### src/rtl/masked_share_gen_if.sv
// Handshake/data bundle between the plain-byte producer, masked_share_gen and the
// masked S-box consumer: input stream (in_*) and masked-output stream (out_*).
interface masked_share_gen_if;
   logic        in_valid;
   logic        in_ready;
   logic [7:0]  in_data;
   logic        out_valid;
   logic        out_ready;
   logic [7:0]  out_masked;
   logic [7:0]  out_mask;
   logic [11:0] out_sh_d;
   logic [11:0] out_sh_m;

   modport master (
      output in_valid, in_data, out_ready,
      input  in_ready, out_valid, out_masked, out_mask, out_sh_d, out_sh_m
   );

   modport slave (
      input  in_valid, in_data, out_ready,
      output in_ready, out_valid, out_masked, out_mask, out_sh_d, out_sh_m
   );
endinterface

### src/rtl/masked_share_gen.sv
// Masks plain bytes with fresh LFSR bytes and emits {sum,hi,lo} shared-factor forms.
// Define MASKGEN_ZERO_MASK_EN for the debug build (mask forced to zero, LFSR still runs).
module masked_share_gen #(
   parameter logic [15:0] SEED_DEFAULT = 16'hACE1
) (
   input  logic              clk,
   input  logic              rst_n,
   input  logic              seed_load_i,
   input  logic [15:0]       seed_i,
   masked_share_gen_if.slave bus
);

   localparam logic [15:0] LFSR_TAPS = 16'hB400;

   logic [15:0] lfsr_q, lfsr_d;
   logic        out_valid_q, out_valid_d;
   logic [7:0]  out_masked_q, out_masked_d;
   logic [7:0]  out_mask_q, out_mask_d;
   logic [11:0] out_sh_d_q, out_sh_d_d;
   logic [11:0] out_sh_m_q, out_sh_m_d;
   logic        in_ready;
   logic        accept;
   logic [7:0]  mask_sel;
   logic [7:0]  masked_sel;

   function automatic logic [15:0] lfsr_step(input logic [15:0] s);
      return {1'b0, s[15:1]} ^ (s[0] ? LFSR_TAPS : 16'h0000);
   endfunction

   // Each bit pair {v[2k+1], v[2k]} becomes the triple {sum, hi, lo}.
   function automatic logic [11:0] share_enc(input logic [7:0] v);
      logic [11:0] r;
      r = '0;
      for (int unsigned k = 0; k < 4; k++) begin
         r[3*k +: 3] = {v[2*k+1] ^ v[2*k], v[2*k+1], v[2*k]};
      end
      return r;
   endfunction

`ifdef MASKGEN_ZERO_MASK_EN
   assign mask_sel = '0;
`else
   assign mask_sel = lfsr_q[7:0];
`endif

   assign masked_sel = bus.in_data ^ mask_sel;
   assign in_ready   = !seed_load_i && (!out_valid_q || bus.out_ready);
   assign accept     = bus.in_valid && in_ready;

   always_comb begin
      lfsr_d       = lfsr_q;
      out_valid_d  = out_valid_q;
      out_masked_d = out_masked_q;
      out_mask_d   = out_mask_q;
      out_sh_d_d   = out_sh_d_q;
      out_sh_m_d   = out_sh_m_q;

      // Seed load blocks acceptance through in_ready, so the two branches are exclusive.
      if (seed_load_i) begin
         lfsr_d = (seed_i == 16'h0000) ? SEED_DEFAULT : seed_i;
      end else if (accept) begin
         lfsr_d = lfsr_step(lfsr_q);
      end

      if (accept) begin
         out_valid_d  = 1'b1;
         out_masked_d = masked_sel;
         out_mask_d   = mask_sel;
         out_sh_d_d   = share_enc(masked_sel);
         out_sh_m_d   = share_enc(mask_sel);
      end else if (bus.out_ready) begin
         out_valid_d = 1'b0;
      end
   end

   always_ff @(posedge clk or negedge rst_n) begin
      if (!rst_n) begin
         lfsr_q       <= SEED_DEFAULT;
         out_valid_q  <= 1'b0;
         out_masked_q <= '0;
         out_mask_q   <= '0;
         out_sh_d_q   <= '0;
         out_sh_m_q   <= '0;
      end else begin
         lfsr_q       <= lfsr_d;
         out_valid_q  <= out_valid_d;
         out_masked_q <= out_masked_d;
         out_mask_q   <= out_mask_d;
         out_sh_d_q   <= out_sh_d_d;
         out_sh_m_q   <= out_sh_m_d;
      end
   end

   assign bus.in_ready   = in_ready;
   assign bus.out_valid  = out_valid_q;
   assign bus.out_masked = out_masked_q;
   assign bus.out_mask   = out_mask_q;
   assign bus.out_sh_d   = out_sh_d_q;
   assign bus.out_sh_m   = out_sh_m_q;

endmodule

### src/flat_wrapper.sv
// flat-port wrapper written by rule: the top's interface ports become plain ports
module masked_share_gen_flat 
#(
   parameter logic [15:0] SEED_DEFAULT = 16'hACE1
)
  (clk, rst_n, seed_load_i, seed_i, bus_in_valid, bus_in_data, bus_out_ready, bus_in_ready, bus_out_valid, bus_out_masked, bus_out_mask, bus_out_sh_d, bus_out_sh_m);
  masked_share_gen_if bus_i ();
  input  logic clk;
  input  logic rst_n;
  input  logic seed_load_i;
  input  logic [15:0] seed_i;
  input wire logic [$bits(bus_i.in_valid)-1:0] bus_in_valid;
  input wire logic [$bits(bus_i.in_data)-1:0] bus_in_data;
  input wire logic [$bits(bus_i.out_ready)-1:0] bus_out_ready;
  output wire logic [$bits(bus_i.in_ready)-1:0] bus_in_ready;
  output wire logic [$bits(bus_i.out_valid)-1:0] bus_out_valid;
  output wire logic [$bits(bus_i.out_masked)-1:0] bus_out_masked;
  output wire logic [$bits(bus_i.out_mask)-1:0] bus_out_mask;
  output wire logic [$bits(bus_i.out_sh_d)-1:0] bus_out_sh_d;
  output wire logic [$bits(bus_i.out_sh_m)-1:0] bus_out_sh_m;
  assign bus_i.in_valid = bus_in_valid;
  assign bus_i.in_data = bus_in_data;
  assign bus_i.out_ready = bus_out_ready;
  assign bus_in_ready = bus_i.in_ready;
  assign bus_out_valid = bus_i.out_valid;
  assign bus_out_masked = bus_i.out_masked;
  assign bus_out_mask = bus_i.out_mask;
  assign bus_out_sh_d = bus_i.out_sh_d;
  assign bus_out_sh_m = bus_i.out_sh_m;
  masked_share_gen #(.SEED_DEFAULT(SEED_DEFAULT)) u_core (.clk(clk), .rst_n(rst_n), .seed_load_i(seed_load_i), .seed_i(seed_i), .bus(bus_i));
endmodule
### config.mk
export PLATFORM = sky130hd
export DESIGN_NAME = masked_share_gen_flat
export DESIGN_NICKNAME = d
export VERILOG_FILES = /design/src/rtl/masked_share_gen_if.sv /design/src/rtl/masked_share_gen.sv /design/src/flat_wrapper.sv
export SDC_FILE = /design/constraint.sdc
export NUM_CORES = 1
export LEC_CHECK = 0
export CORE_ASPECT_RATIO = 0.8
export CORE_MARGIN = 5
export CORE_UTILIZATION = 46
export CTS_CLUSTER_SIZE = 30
export DETAILED_ROUTE_END_ITERATION = 8
export PLACE_DENSITY = 0.8
export SLEW_MARGIN = 20
export SYNTH_ARGS = -nofsm -noshare
export SYNTH_HDL_FRONTEND = slang
export SYNTH_SLANG_ARGS = --single-unit
### constraint.sdc
create_clock -name clk -period 1.63 [get_ports clk]
set_input_delay 0.326 -clock clk [delete_from_list [all_inputs] [get_ports clk]]
set_output_delay 0.326 -clock clk [all_outputs]
set_load 0.05 [all_outputs]
; After elaboration in Yosys (flattened, before gate mapping)
; Index checks and enable logic that the tools add are counted.
; W data, S select, Z words.
[word_totals]
register_bits = 57
input_bits = 29
out_inout_bits = 42
elab_cells = 30
[op_classes]
n_mux = 6
bitwise = 10
n_reduce_logical = 8
[op_table]
columns = op, count
row1 = $mux W16, 4
row2 = $logic_not A16 Y1, 1
row3 = $xor A15 B16 Y16, 1
row4 = $xor A1 B1 Y1, 8
row5 = $xor A8 B8 Y8, 1
row6 = $reduce_bool A2 Y1, 2
row7 = $logic_and A1 B1 Y1, 2
row8 = $logic_not A1 Y1, 2
row9 = $mux W1, 2
row10 = $logic_or A1 B1 Y1, 1

; Logic depth before layout (Yosys ltp)
[logic_depth]
depth_word = 6
mapped_depth = 6
mapped_depth_nobuf = 3

; Worst setup path before layout
; No wires, ideal clock.
[synth_path]
kind = register -> output
start = register u_core.out_valid_q (netlist: u_core.bus.out_valid)
end = output bus_in_ready
t_arrival_ns = 1.594
required_ns = 1.304
path_slack_ns = -0.290
path_stages_with_launch = 4
n_path_buf = 1
path_cell_list = dfrtp_1 nor2b_1 buf_2 nor2_1
[synth_between]
elab_chain_len = 3
[synth_rtl]
columns = element, line
row1 = from (decl), masked_share_gen.sv:16  ; logic out_valid_q, out_valid_d;
row2 = from (signal assigned), masked_share_gen.sv:86  ; out_valid_q <= out_valid_d;
row3 = $logic_not A1 Y1, masked_share_gen.sv:47  ; assign in_ready = !seed_load_i && (!out_valid_q || bus.out_ready);
row4 = $logic_or A1 B1 Y1, masked_share_gen.sv:47
row5 = $logic_and A1 B1 Y1, masked_share_gen.sv:47
row6 = to (decl), flat_wrapper.sv:15  ; output wire logic [$bits(bus_i.in_ready)-1:0] bus_in_ready;
; Every way passes these cells.

; Worst setup path in the final report
[layout_path]
start = input seed_i[13]
end = register u_core.lfsr_q[13]
[layout_between]
elab_chain_len = 3
[layout_rtl]
columns = element, line
row1 = from (decl), flat_wrapper.sv:11  ; input logic [15:0] seed_i;
row2 = $logic_not A16 Y1, masked_share_gen.sv:60  ; lfsr_d = (seed_i == 16'h0000) ? SEED_DEFAULT : seed_i;
row3 = $mux W16 *, masked_share_gen.sv:60
row4 = $mux W16 *, masked_share_gen.sv:59  ; if (seed_load_i) begin
row5 = to (signal assigned), masked_share_gen.sv:85  ; lfsr_q <= lfsr_d;
row6 = to (decl), masked_share_gen.sv:15  ; logic [15:0] lfsr_q, lfsr_d;
; Every way passes the cells marked *; elsewhere a longest branch is shown, timed or not.
; A chain may end at the register's enable or synchronous reset.

==> impl_metrics.env <==
export IMPL_endpoint_kind="flip-flop"
export IMPL_clock_latency_ns=0.29
export IMPL_port_buffers=70
export IMPL_drive_gt1_frac=0.405
export IMPL_min_from="u_core.bus.out_sh_d[11]"
export IMPL_hold_viol_final=0
export IMPL_ys_types=33
export IMPL_switching_power_w=0.00184
export IMPL_status="completed"
export IMPL_synth_simple_area_share=0.0932
export IMPL_setup_violations=0
export IMPL_grt_max_degree=25
export IMPL_p_int_w=0.00230
export IMPL_final_cells=317
export IMPL_synth_edf_count=0
export IMPL_globalplace_congestion=0.871
export IMPL_via_per_inst=5.24
export IMPL_start_util=0.473
export IMPL_min_path_type="reg2reg"
export IMPL_crit_cells=4
export IMPL_p_sw_frac=0.444
export IMPL_worstPathArrival_ns=1.82
export IMPL_clock_path_buffers=2
export IMPL_num_rows=22
export IMPL_num_vias=1662
export IMPL_clock_root_buffer="clkbuf_8"
export IMPL_die_w_um=86.9
export IMPL_htree_levels=2
export IMPL_slowest_delay_ns=0.49
export IMPL_reg2reg_depth=5
export IMPL_synth_area_leader_cell="dfrtp_1"
export IMPL_slew_headroom=0.673
export IMPL_cap_violations=0
export IMPL_fin_tns_setup_ns=0
export IMPL_die_area_mm2=0.00621
export IMPL_synth_top_family_by_area="compound AO/OA/AOI/OAI gates"
export IMPL_place_ws_ns=-0.177
export IMPL_max_freq_mhz=619
export IMPL_synth_nets=213
export IMPL_synthTopCellsByArea="dfrtp_1 (38%), dfstp_2 (9.7%), mux2_4 (8.3%)"
export IMPL_syn_inst=184
export IMPL_p_clk_frac=0.167
export IMPL_crit_slowest_cell="nor4_1"
export IMPL_critical_path_top_delay_family="simple AND/OR/NAND/NOR gates"
export IMPL_p_comb_frac=0.488
export IMPL_synth_area_mm2=0.00218
export IMPL_nets=285
export IMPL_crit_fanout=4
export IMPL_io_pin_count=71
export IMPL_grt_use_total=0.173
export IMPL_overflow=0
export IMPL_cts_tree="built"
export IMPL_grt_pass1_vias=1670
export IMPL_avgSynthCellArea_um2=11.8
export IMPL_cts_sink_count=41
export IMPL_synth_compound_area_frac=0.143
export IMPL_dieHeight_um=71.5
export IMPL_synth_area_mux_share=0.104
export IMPL_ys_async_sr_fraction=1.00
export IMPL_ir_drop_uv=806
export IMPL_path_clk_slew_ns=0.07
export IMPL_numPlacedInstances=307
export IMPL_wl_per_cell_um=16.5
export IMPL_finalCritPeriodShare=0.991
export IMPL_powerDensity_mw_per_mm2=1400
export IMPL_fp_coreArea_mm2=0.00460
export IMPL_worstReg2RegStart="u_core.bus.out_valid"
export IMPL_leakage_nw=1.31
export IMPL_netlist_top_cells_count="dfrtp_1 (33), a21oi_1 (17), buf_4 (17)"
export IMPL_antenna_found_initial=0
export IMPL_ys_warn_count=0
export IMPL_ys_seq_area_frac=0.476
export IMPL_setup_slack_ns=0.0142
export IMPL_crit_chain="clkdlybuf4s50_1 > nor4_1 > nand4_1 > a32oi_1"
export IMPL_skew_ns=0.00844
export IMPL_drc=0
export IMPL_drt_iter0_markers=74
export IMPL_whs_endpoint="u_core.bus.out_sh_d[11]"
export IMPL_worst_pin_slew_ns=0.487
export IMPL_maxSlewViolCount=0
export IMPL_synth_seq_cells=41
export IMPL_dpl_hpwl_um=3910
export IMPL_seqPwrFrac=0.344
export IMPL_areaGrowthSynthToFinish_pct=36.2
export IMPL_fin_crit_ns=1.62
export IMPL_yosysTopAreaCellShare=0.380
export IMPL_holdPathStages=1
export IMPL_cp_start_kind="primary input"
export IMPL_fillCellCount=387
export IMPL_ant_nets=0
export IMPL_finalPower_w=0.00414
export IMPL_num_antenna_cells=0
export IMPL_synth_main_ff_cell="dfrtp_1"
export IMPL_reg2reg_to="u_core.bus.out_sh_d[8]"
export IMPL_synth_fa_ha_area_frac=0
export IMPL_numCtsBuffers=5
export IMPL_grt_pass1_wl_um=8390
export IMPL_wl_um=5240
export IMPL_critPathRequiredTime_ns=1.83
export IMPL_reg2reg_slack_ns=0.18
export IMPL_yosysMostFrequentCell="dfrtp_1"
export IMPL_critPathKind="in2reg"
export IMPL_path_buf_inv=1
export IMPL_dr_pass1_iters=4
export IMPL_synthXorXnorAreaFrac=0.0765
==> flip-flops by register name, indices dropped and copies added, names as in the netlist <==
register and count:
u_core.bus.out_sh_d 12, u_core.bus.out_sh_m 12, u_core.lfsr_q 16, u_core.bus.out_valid 1
==> kinds of logic after synthesis <==
kind of cell           after synthesis
AO/OA/AOI/OAI                       45
XOR/XNOR                            19
buffers and inverters               30
flip-flops                          41
multiplexers                        16
AND/OR/NAND/NOR                     33
==> power by group through the flow <==
stage	Combinational [W]	Sequential, W	Clock (W)
4_1_cts	0.00203	0.00143	0.000711
6_report	0.00202	0.00143	0.000692
3_5_place_dp	0.00202	0.00145	0
3_3_place_gp	0.00200	0.00144	0
5_1_grt	0.00211	0.00146	0.000748
2_1_floorplan	0.000954	0.00198	0
==> final cells by class <==
class / count / area [um2] / share of cell area
clock inverters: 1 / 7.51 / 0.00253
repair buffers: 94 / 833 / 0.281
multi-input cells: 113 / 920 / 0.310
flip-flops and latches: 41 / 1040 / 0.350
clock buffers: 7 / 86.3 / 0.0291
well taps: 60 / 75.1 / 0.0253
inverters: 1 / 3.75 / 0.00127
==> worst max path at each step <==
stage | from | endpoint
detailed placement | bus_out_ready | u_core.lfsr_q[6]
global route | seed_i[13] | u_core.lfsr_q[11]
floorplan | u_core.bus.out_valid | u_core.bus.out_sh_d[0]
finish | seed_i[13] | u_core.lfsr_q[13]
global placement | seed_i[3] | u_core.lfsr_q[7]
CTS | seed_load_i | bus_in_ready
==> cells in the final DEF, fill, tap and decap left out, types with 3 or more instances in the layout <==
| cell type | count |
|---|---|
| a21oi_1 | 17 |
| a221o_1 | 8 |
| a31oi_1 | 3 |
| a32o_1 | 4 |
| a32oi_1 | 4 |
| and3_1 | 4 |
| buf_12 | 4 |
| buf_4 | 59 |
| clkbuf_8 | 6 |
| clkdlybuf4s50_1 | 26 |
| dfrtp_1 | 32 |
| dfstp_2 | 8 |
| mux2_2 | 4 |
| mux2_4 | 12 |
| nand3_1 | 7 |
| nor2_1 | 7 |
| nor4_1 | 4 |
| o21ai_0 | 7 |
| xnor2_1 | 10 |
| xor2_1 | 9 |
==> worst register-to-register path, cell delays in order, from the launching register on <==
cell     delay [ns]
dfrtp_2        0.42
nor2b_4        0.14
buf_4          0.15
nor2_8         0.14
buf_12         0.16
mux2_2         0.34
==> routing by layer <==
layer  GRT usage  vias up  wire length, um
li1            -      793                -
met1       0.245      790             2360
met2       0.267       72             2420
met3      0.0402        7              401
met4      0.0467        0               63
met5           0        -                0
==> what timing repair did <==
action | 4_1_cts | 5_1_grt
hold buffers | 1 | 0
gates resized for setup | 4 | 1
endpoints found under the setup margin | 1 | 1
endpoints found under the hold margin | 17 | 0
setup buffers | 1 | 1
==> metrics by stage <==
stage	utilization	hold slack [ns]	area (um2)
CTS	0.642	0.521	2950
finish	0.645	0.517	2960
detailed placement	0.616	0.296	2830
floorplan	-	0.0304	2180
global route	0.645	0.553	2960
global placement	0.616	0.295	2830
No activity file was read; power rests on OpenSTA's default activity.
